==> src/rtl/wino_pad_bridge.sv <==
`default_nettype none
// ============================================================================
// Module      : wino_pad_bridge
// Description : Pad-side bridge for the Winograd core. Deserialises narrow
//               pad beats into D tiles (valid/ready toward the core) and
//               buffers Z result tiles in a small FIFO, serialising them back
//               onto narrow output pads with a last-beat marker.
// Revision    : 1.0 - initial release
// ============================================================================
module wino_pad_bridge #(
    parameter int DW        = 10,
    parameter int N_IN      = 6,
    parameter int N_OUT     = 2,
    parameter int PIN_W     = 20,
    parameter int POUT_W    = 10,
    parameter int OUT_DEPTH = 2,
    parameter int CNT_W     = 16
) (
    input  logic                  clk,
    input  logic                  rst,
    input  logic                  clr,
    input  logic                  in_valid,
    input  logic [PIN_W-1:0]      in_data,
    output logic                  in_ready,
    output logic [DW*N_IN-1:0]    d_tile,
    output logic                  d_valid,
    input  logic                  d_ready,
    input  logic [DW*N_OUT-1:0]   z_tile,
    input  logic                  z_valid,
    output logic                  z_ready,
    output logic [POUT_W-1:0]     out_data,
    output logic                  out_valid,
    input  logic                  out_ready,
    output logic                  out_last,
    output logic [CNT_W-1:0]      in_tile_cnt,
    output logic [CNT_W-1:0]      out_tile_cnt
);

    localparam int c_IN_BEATS  = DW * N_IN / PIN_W;
    localparam int c_OUT_BEATS = DW * N_OUT / POUT_W;
    localparam int c_IN_CW     = (c_IN_BEATS > 1) ? $clog2(c_IN_BEATS) : 1;
    localparam int c_OUT_CW    = (c_OUT_BEATS > 1) ? $clog2(c_OUT_BEATS) : 1;
    localparam int c_AW        = $clog2(OUT_DEPTH);

    localparam logic [c_IN_CW-1:0]  c_IN_LAST  = c_IN_CW'(c_IN_BEATS - 1);
    localparam logic [c_OUT_CW-1:0] c_OUT_LAST = c_OUT_CW'(c_OUT_BEATS - 1);

    // ------------------------------------------------------------------
    // Input side: collect beats, then hold the tile until the core takes it
    // ------------------------------------------------------------------
    typedef enum logic [0:0] {
        S_COLLECT = 1'b0,
        S_HOLD    = 1'b1
    } state_t;

    state_t                 r_state;
    state_t                 w_state_nxt;
    logic                   w_in_fire;
    logic                   w_d_fire;
    logic [c_IN_CW-1:0]     r_in_beat;
    logic [DW*N_IN-1:0]     r_d_tile;
    logic [CNT_W-1:0]       r_in_cnt;

    // Input FSM state register; clr forces a return to COLLECT
    always_ff @(posedge clk or negedge rst) begin
        if (!rst) begin
            r_state <= S_COLLECT;
        end else if (clr) begin
            r_state <= S_COLLECT;
        end else begin
            r_state <= w_state_nxt;
        end
    end

    // Input FSM next state and handshake outputs
    always_comb begin
        w_state_nxt = r_state;
        in_ready    = 1'b0;
        d_valid     = 1'b0;
        w_in_fire   = 1'b0;
        w_d_fire    = 1'b0;
        case (r_state)
            S_COLLECT: begin
                in_ready  = 1'b1;
                w_in_fire = in_valid;
                if (in_valid && (r_in_beat == c_IN_LAST)) begin
                    w_state_nxt = S_HOLD;
                end
            end
            S_HOLD: begin
                d_valid  = 1'b1;
                w_d_fire = d_ready;
                if (d_ready) begin
                    w_state_nxt = S_COLLECT;
                end
            end
            default: begin
                w_state_nxt = S_COLLECT;
            end
        endcase
    end

    // Beat assembly (LSB-first) and delivered-tile counter
    always_ff @(posedge clk or negedge rst) begin
        if (!rst) begin
            r_in_beat <= '0;
            r_d_tile  <= '0;
            r_in_cnt  <= '0;
        end else if (clr) begin
            r_in_beat <= '0;
            r_d_tile  <= '0;
            r_in_cnt  <= '0;
        end else begin
            if (w_in_fire) begin
                for (int k = 0; k < c_IN_BEATS; k++) begin
                    if (r_in_beat == c_IN_CW'(k)) begin
                        r_d_tile[k*PIN_W +: PIN_W] <= in_data;
                    end
                end
                r_in_beat <= (r_in_beat == c_IN_LAST) ? '0 : r_in_beat + 1'b1;
            end
            if (w_d_fire) begin
                r_in_beat <= '0;
                r_in_cnt  <= r_in_cnt + 1'b1;
            end
        end
    end

    assign d_tile      = r_d_tile;
    assign in_tile_cnt = r_in_cnt;

    // ------------------------------------------------------------------
    // Output side: tile FIFO plus beat serialiser on the head entry
    // ------------------------------------------------------------------
    logic [DW*N_OUT-1:0]    r_mem [OUT_DEPTH];
    logic [c_AW:0]          r_wr_ptr;
    logic [c_AW:0]          r_rd_ptr;
    logic [c_OUT_CW-1:0]    r_out_beat;
    logic [CNT_W-1:0]       r_out_cnt;
    logic                   w_full;
    logic                   w_empty;
    logic                   w_push;
    logic                   w_beat_fire;
    logic                   w_pop;
    logic [DW*N_OUT-1:0]    w_head;

    // Extra pointer MSB separates the full case from the empty case
    assign w_full      = (r_wr_ptr[c_AW] != r_rd_ptr[c_AW]) &&
                         (r_wr_ptr[c_AW-1:0] == r_rd_ptr[c_AW-1:0]);
    assign w_empty     = (r_wr_ptr == r_rd_ptr);
    assign z_ready     = !w_full;
    assign out_valid   = !w_empty;
    assign w_push      = z_valid && !w_full && !clr;
    assign w_beat_fire = out_valid && out_ready;
    assign w_pop       = w_beat_fire && (r_out_beat == c_OUT_LAST);
    assign w_head      = r_mem[r_rd_ptr[c_AW-1:0]];

    // FIFO storage; contents are only observed while the entry is live
    always_ff @(posedge clk) begin
        if (w_push) begin
            r_mem[r_wr_ptr[c_AW-1:0]] <= z_tile;
        end
    end

    // FIFO pointers, output beat counter and sent-tile counter
    always_ff @(posedge clk or negedge rst) begin
        if (!rst) begin
            r_wr_ptr   <= '0;
            r_rd_ptr   <= '0;
            r_out_beat <= '0;
            r_out_cnt  <= '0;
        end else if (clr) begin
            r_wr_ptr   <= '0;
            r_rd_ptr   <= '0;
            r_out_beat <= '0;
            r_out_cnt  <= '0;
        end else begin
            if (w_push) begin
                r_wr_ptr <= r_wr_ptr + 1'b1;
            end
            if (w_beat_fire) begin
                if (w_pop) begin
                    r_out_beat <= '0;
                    r_rd_ptr   <= r_rd_ptr + 1'b1;
                    r_out_cnt  <= r_out_cnt + 1'b1;
                end else begin
                    r_out_beat <= r_out_beat + 1'b1;
                end
            end
        end
    end

    // Select the current beat of the head tile; idle pads read as zero
    always_comb begin
        out_data = '0;
        out_last = 1'b0;
        if (!w_empty) begin
            for (int k = 0; k < c_OUT_BEATS; k++) begin
                if (r_out_beat == c_OUT_CW'(k)) begin
                    out_data = w_head[k*POUT_W +: POUT_W];
                end
            end
            out_last = (r_out_beat == c_OUT_LAST);
        end
    end

    assign out_tile_cnt = r_out_cnt;

endmodule
`default_nettype wire

==> config.mk <==
export PLATFORM = sky130hd
export DESIGN_NAME = wino_pad_bridge
export DESIGN_NICKNAME = d
export VERILOG_FILES = /design/src/rtl/wino_pad_bridge.sv
export SDC_FILE = /design/constraint.sdc
export NUM_CORES = 1
export LEC_CHECK = 0
export BUFFER_PORTS_ARGS = -buffer_cell sky130_fd_sc_hd__buf_2
export CAP_MARGIN = 30
export CELL_PAD_IN_SITES_DETAIL_PLACEMENT = 0
export CELL_PAD_IN_SITES_GLOBAL_PLACEMENT = 2
export CORE_ASPECT_RATIO = 0.9
export CORE_MARGIN = 2
export CORE_UTILIZATION = 25
export DETAILED_ROUTE_END_ITERATION = 10
export GPL_ROUTABILITY_DRIVEN = 0
export PLACE_DENSITY = 0.64
export REMOVE_ABC_BUFFERS = 1
export SKIP_LAST_GASP = 1
export SLEW_MARGIN = 20
export SYNTH_ARGS = -nofsm -noshare
export SYNTH_HDL_FRONTEND = slang
export SYNTH_SLANG_ARGS = --single-unit
==> constraint.sdc <==
create_clock -name clk -period 3.84 [get_ports clk]
set_input_delay 0.768 -clock clk [delete_from_list [all_inputs] [get_ports clk]]
set_output_delay 0.768 -clock clk [all_outputs]
set_load 0.02 [all_outputs]
==> run_results.csv, run 1 <==
group,metric,value,unit
sta,max_freq,0.350,GHz
cts,cts_resized,0,
route,drcViolationCount,0,
route,drt_iter0_markers,205,
critical_path,rr_startpoint,"r_wr_ptr[0]",
critical_path,crit_family,"flip-flops",
critical_path,cp_slowest_cell,"dfrtp_1",
power_and_ir_drop,pwr-share-seq,44.8,%
sta,timing.hold.ws,0.401,ns
power_and_ir_drop,finalPower,3.63,mW
cts,clockBufferDepth,2,
finish,regArea,0.00370,mm2
cts,cts.sinks,140,
critical_path,crit_buf_inv,2,
cts,cts_tree,"yes",
floorplan,core-area,0.0233,mm2
flow_run,drv_cap,0,
route,avgRoutedWirePerCell,16.1,um
critical_path,crit_arrival,2.09,ns
floorplan,placementRows,53,
sta,fin_crit_sh,74.5,%
power_and_ir_drop,vdd_ir_drop_max,276,uV
cts,ctsHoldBuffers,0,
grt,grt-ovfl-total,0,
sta,fin_setup_tns,0,ns
power_and_ir_drop,p_leak,3.40,nW
grt,grt_pass1_vias,4818,
logic_synthesis,synth_edf_count,40,
power_and_ir_drop,p_clk_share,44.8,%
logic_synthesis,synth_xor_xnor_area_share,4.24,%
grt,antenna_found_initial,0,
hold_path,hold_class,"input pin to async pin",
logic_synthesis,syn_area_per_cell,11.0,um2
floorplan,start_util,25.4,%
logic_synthesis,synth_top_family_by_area,"simple AND/OR/NAND/NOR gates",
logic_synthesis,synth_cell_types,36,
placement,port-buffer-count,153,
route,vias,4543,
route,detail_route.vias_per_cell,4.51,
critical_path,critical_path.cell_chain,"xor2_2 > nor2_1 > buf_4 > nor2b_1 > buf_2",
sta,layout_min_cycle_time,2.86,ns
grt,grt_use_total,13.5,%
finish,syn2layout_area_growth,29.0,%
logic_synthesis,synth_fa_ha_area_share,0.422,%
sta,worst_slew_pin_slew,0.972,ns
sta,skew,0.0131,ns
logic_synthesis,synth_mux_area_share,3.80,%
route,wl,16200,um
logic_synthesis,yosys_warnings,0,
outcome,status,"completed",
critical_path,worst-r2r-cell-count,4,
critical_path,crit_cells,5,
logic_synthesis,synthSimpleGateAreaFrac,17.1,%
power_and_ir_drop,p_int,2.63,mW
critical_path,path_max_fanout,10,
floorplan,die_y,150,um
placement,place_area,0.00706,mm2
critical_path,regToRegSetupSlack,1.76,ns
floorplan,dieArea,0.0250,mm2
grt,grt_pass1_wl,26200,um
critical_path,worst_r2r_endpoint,"r_mem[1][0]",
sta,maxSlewViolCount,0,
finish,nFillCells,2465,
logic_synthesis,synth_area,0.00593,mm2
finish,nets,741,
floorplan,io_pins,154,
logic_synthesis,synthTopCellsByArea,"dfrtp_1 (42%), edfxtp_1 (20%), nand2_1 (8.4%)",
sta,slew_headroom,35.2,%
sta,rsz0062_at_grt,"no",
logic_synthesis,synth_flop_cell,"dfrtp_1",
critical_path,worstSetupPathType,"flip-flop to output pin",
logic_synthesis,yosysMostFrequentCell,"nand2_1",
route,first_pass_iters,6,
finish,drive_gt1_share,30.6,%
placement,place_hpwl,10800,um
critical_path,startpoint_type,"flip-flop",
logic_synthesis,synth_common_cells,"nand2_1 (132), dfrtp_1 (100), a21oi_1 (78)",
critical_path,required,3.07,ns
cts,clk_pin_slew,0.07,ns
critical_path,end_kind,"output pin",
finish,n_antenna_cell,0,
power_and_ir_drop,p_sw_share,27.4,%
cts,htree_levels,4,
power_and_ir_drop,p_per_area,475,mW/mm2
logic_synthesis,async_flop_share,71.4,%
power_and_ir_drop,combinationalPowerShare,10.4,%
finish,design_area,0.00765,mm2
cts,cts-buffers-inserted,17,
power_and_ir_drop,p_switching,995,uW
logic_synthesis,synth_top_cell_by_area,"dfrtp_1",
logic_synthesis,ys_seq_elements,140,
critical_path,critPathMaxStageDelay,0.47,ns
cts,root_buffer,"clkbuf_16",
sta,setup_viol_count_final,0,
sta,hold_viol,0,
cts,insertion_delay,0.42,ns
logic_synthesis,syn_inst,540,
finish,multi_input_area,0.00211,mm2
logic_synthesis,synth_top_area_share,42.2,%
cts,postCtsSetupBuffers,0,
logic_synthesis,synth_compound_area_share,9.58,%
logic_synthesis,synth_seq_area_share,62.5,%
route,antenna_left,0,
floorplan,die_w,166,um
grt,grt_max_degree,55,
power by group through the flow:
stage	registers [mW]	clock network [mW]	logic, mW
after global routing	1.63	1.75	0.419
after global placement	1.65	0	0.378
after detailed placement	1.66	0	0.384
after floorplan	1.68	0	0.164
final	1.63	1.62	0.377
after CTS	1.63	1.69	0.385
how the worst max path moves through the flow:
stage,startpoint,end,slack [ns]
floorplan,r_rd_ptr[0],r_mem[1][0],0.47
global placement,r_wr_ptr[0],out_data[7],1.29
detailed placement,r_wr_ptr[0],out_data[0],1.22
CTS,r_wr_ptr[0],out_data[0],0.75
global route,r_wr_ptr[0],out_data[6],0.77
finish,r_wr_ptr[0],out_data[8],0.98
cell type report:
cell class | instances | share of cell area, %
flip-flops and latches | 140 | 48.4
multi-input cells | 364 | 27.6
repair buffers | 163 | 11.2
clock buffers | 17 | 5.56
well taps | 302 | 4.94
clock inverters | 15 | 2.00
inverters | 6 | 0.295
layer usage:
metal	track usage [%]	vias to the layer above	share of wire [%]
li1	-	2167	-
met2	21.7	126	46
met1	16.2	2235	43
met3	6.48	15	9.3
met5	0	-	0
met4	4.31	0	1.1
placed cells by master, fill, tap and decap left out, types with 5 or more instances in the layout:
cell type / synthesis / routed
or3_1: 8 / 8
edfxtp_1: 40 / 40
buf_2: 5 / 151
nor2b_1: 12 / 12
nand3_1: 10 / 10
clkbuf_16: 0 / 17
inv_1: 6 / 6
xnor2_1: 10 / 10
o21ai_0: 16 / 16
buf_4: 0 / 11
and4_1: 7 / 7
nor2_1: 25 / 25
and3_1: 5 / 5
mux4_2: 10 / 10
nand4_1: 5 / 5
xor2_1: 15 / 15
a21oi_1: 78 / 78
inv_6: 0 / 6
dfrtp_1: 100 / 100
o211ai_1: 5 / 5
nand2_1: 132 / 132
flip-flops by register name, summed over array words and instances, names as in the netlist:
name          cells
d_tile           60
r_mem            40
r_rd_ptr          2
r_out_beat        1
r_wr_ptr          2
in_tile_cnt      16
out_tile_cnt     16
r_state           1
r_in_beat         2
through the flow:
| stage | setup WS (ns) | cells | utilization, % |
|---|---|---|---|
| after floorplan | 0.469 | 510 | - |
| after global placement | 1.29 | 974 | 30.3 |
| after detailed placement | 1.22 | 974 | 30.3 |
| after CTS | 0.752 | 1006 | 32.7 |
| after global routing | 0.765 | 1007 | 32.8 |
| final | 0.979 | 1007 | 32.8 |
logic make-up (layout without fill, tap and decap cells):
logic type | Yosys count | count (layout)
and+or+nand+nor | 221 | 221
AOI/OAI and AO/OA | 104 | 104
buffers and inverters | 36 | 201
muxes | 10 | 10
adders and majority gates | 2 | 2
DFF | 140 | 140
xor gates and xnor gates | 27 | 27
No activity file was read; power rests on OpenSTA's default activity.
==> run 2: changes to the inputs <==
Clock period 3.84 ns to 2.64 ns, I/O delays scaled along.
==> run_results.csv, run 2 (synthesis results as in run 1) <==
group,metric,value,unit
outcome,status,"completed",
route,vias,4534,
grt,grt_use_total,13.6,%
finish,syn2layout_area_growth,30.5,%
power_and_ir_drop,p_leak,3.45,nW
critical_path,critical_path.cell_chain,"buf_4 > mux4_2 > nor2b_1 > buf_2",
floorplan,die_w,166,um
placement,port-buffer-count,153,
sta,max_freq,0.405,GHz
sta,worst_slack,0.174,ns
sta,slew_headroom,57.1,%
cts,cts_resized,0,
power_and_ir_drop,finalPower,5.39,mW
route,drt_iter0_markers,255,
floorplan,placementRows,53,
critical_path,path_max_fanout,6,
sta,rsz0062_at_grt,"no",
critical_path,required,2.11,ns
route,detail_route.vias_per_cell,4.46,
cts,cts.sinks,140,
sta,setup_viol_count_final,0,
cts,ctsHoldBuffers,0,
placement,place_hpwl,10900,um
grt,grt_pass1_wl,26500,um
flow_run,drv_cap,0,
critical_path,startpoint_type,"flip-flop",
route,wl,16200,um
critical_path,cp_slowest_cell,"mux4_2",
placement,dp_worst_setup_slack,0.573,ns
grt,grt-ovfl-total,0,
route,avgRoutedWirePerCell,16.0,um
sta,layout_min_cycle_time,2.47,ns
floorplan,start_util,25.4,%
critical_path,critPathMaxStageDelay,0.51,ns
cts,root_buffer,"clkbuf_16",
route,drcViolationCount,0,
floorplan,dieArea,0.0250,mm2
cts,postCtsSetupBuffers,0,
finish,design_area,0.00773,mm2
sta,worst_slew_pin_slew,0.644,ns
critical_path,crit_arrival,1.94,ns
floorplan,core-area,0.0233,mm2
finish,largest_reg_flops,60,
finish,nets,748,
cts,insertion_delay,0.41,ns
cts,clk_pin_slew,0.07,ns
cts,cts-buffers-inserted,17,
power_and_ir_drop,vdd_ir_drop_max,369,uV
sta,maxSlewViolCount,0,
finish,drive_gt1_share,31.3,%
grt,antenna_found_initial,1,
floorplan,io_pins,154,
route,first_pass_iters,4,
sta,skew,0.0124,ns
critical_path,end_kind,"output pin",
placement,place_area,0.00712,mm2
grt,grt_max_degree,53,
cts,clockBufferDepth,2,
finish,final_cell_mix,"buf_2 (151), nand2_1 (132), dfrtp_1 (100)",
sta,hold_viol,0,
power_and_ir_drop,p_per_area,697,mW/mm2
cts,htree_levels,4,
route,antenna_left,0,
floorplan,die_y,150,um
grt,grt_pass1_vias,4746,
cts,cts_tree,"yes",
sta,fin_crit_sh,93.4,%
hold_path,hold_class,"input pin to async pin",
finish,final_common_cell,"buf_2",
critical_path,worstSetupPathType,"flip-flop to output pin",
-- run 2: cell count changes in the layout (fill, tap and decap cells not counted), sizes merged --
cell,previous run,this run
buf,163,170
bufinv,1,2
clkbuf,17,19
diode,0,2
inv,15,12
-- run 2: critical path: cells and delay by family (launching register included) --
kind                   cells  cell delay [ns]
multiplexers               1             0.51
flip-flops                 1             0.49
buffers and inverters      2             0.39
AND/OR/NAND/NOR            1             0.14
-- run 2: routing by layer --
metal  vias up  global-route usage [%]  share of wire, %
met5         -                       0                 0
met4         0                    3.41              0.79
met3         8                    6.43               9.4
met2       120                    21.5                46
met1      2212                    16.9                44
li1       2194                       -                 -
-- run 2: cell type report --
| cell class | instances | area [um2] |
|---|---|---|
| tap | 302 | 378 |
| inverter | 6 | 22.5 |
| fill | 2415 | 15600 |
| antenna | 2 | 5.00 |
| clock buffer | 19 | 454 |
| timing repair buffer | 170 | 911 |
| multi-input combinational | 364 | 2110 |
| sequential | 140 | 3700 |
| clock inverter | 13 | 153 |
-- run 2: path summary, 6_finish.rpt --
path	endpoint	start	slack, ns	depth (start not counted)
worst max-delay path	out_data[5]	r_rd_ptr[0]	0.17	4
worst min-delay path	d_tile[13]	rst	0.05	1
worst max register to register	out_tile_cnt[15]	r_out_beat	0.60	4
worst min register to register	d_tile[14]	d_tile[14]	0.52	2
max in group asynchronous	out_tile_cnt[2]	rst	1.81	2
min in group clk	r_mem[0][11]	z_tile[11]	0.30	1
-- run 2: stage by stage --
step / instances / TNS (ns) / hold slack (ns) / utilization (%)
4_1_cts: 1014 / 0 / 0.0409 / 33.1
2_1_floorplan: 510 / -26.09 / 0.232 / -
3_3_place_gp: 982 / 0 / 0.493 / 30.5
5_1_grt: 1014 / 0 / 0.0526 / 33.1
6_report: 1016 / 0 / 0.0468 / 33.1
3_5_place_dp: 982 / 0 / 0.503 / 30.5
-- run 2: where the power goes --
group,leakage (nW),internal (mW),switching [mW]
logic,1.41,0.200,0.366
clock network,0.292,1.47,0.981
registers,1.75,2.31,0.0564
total,3.45,3.98,1.40
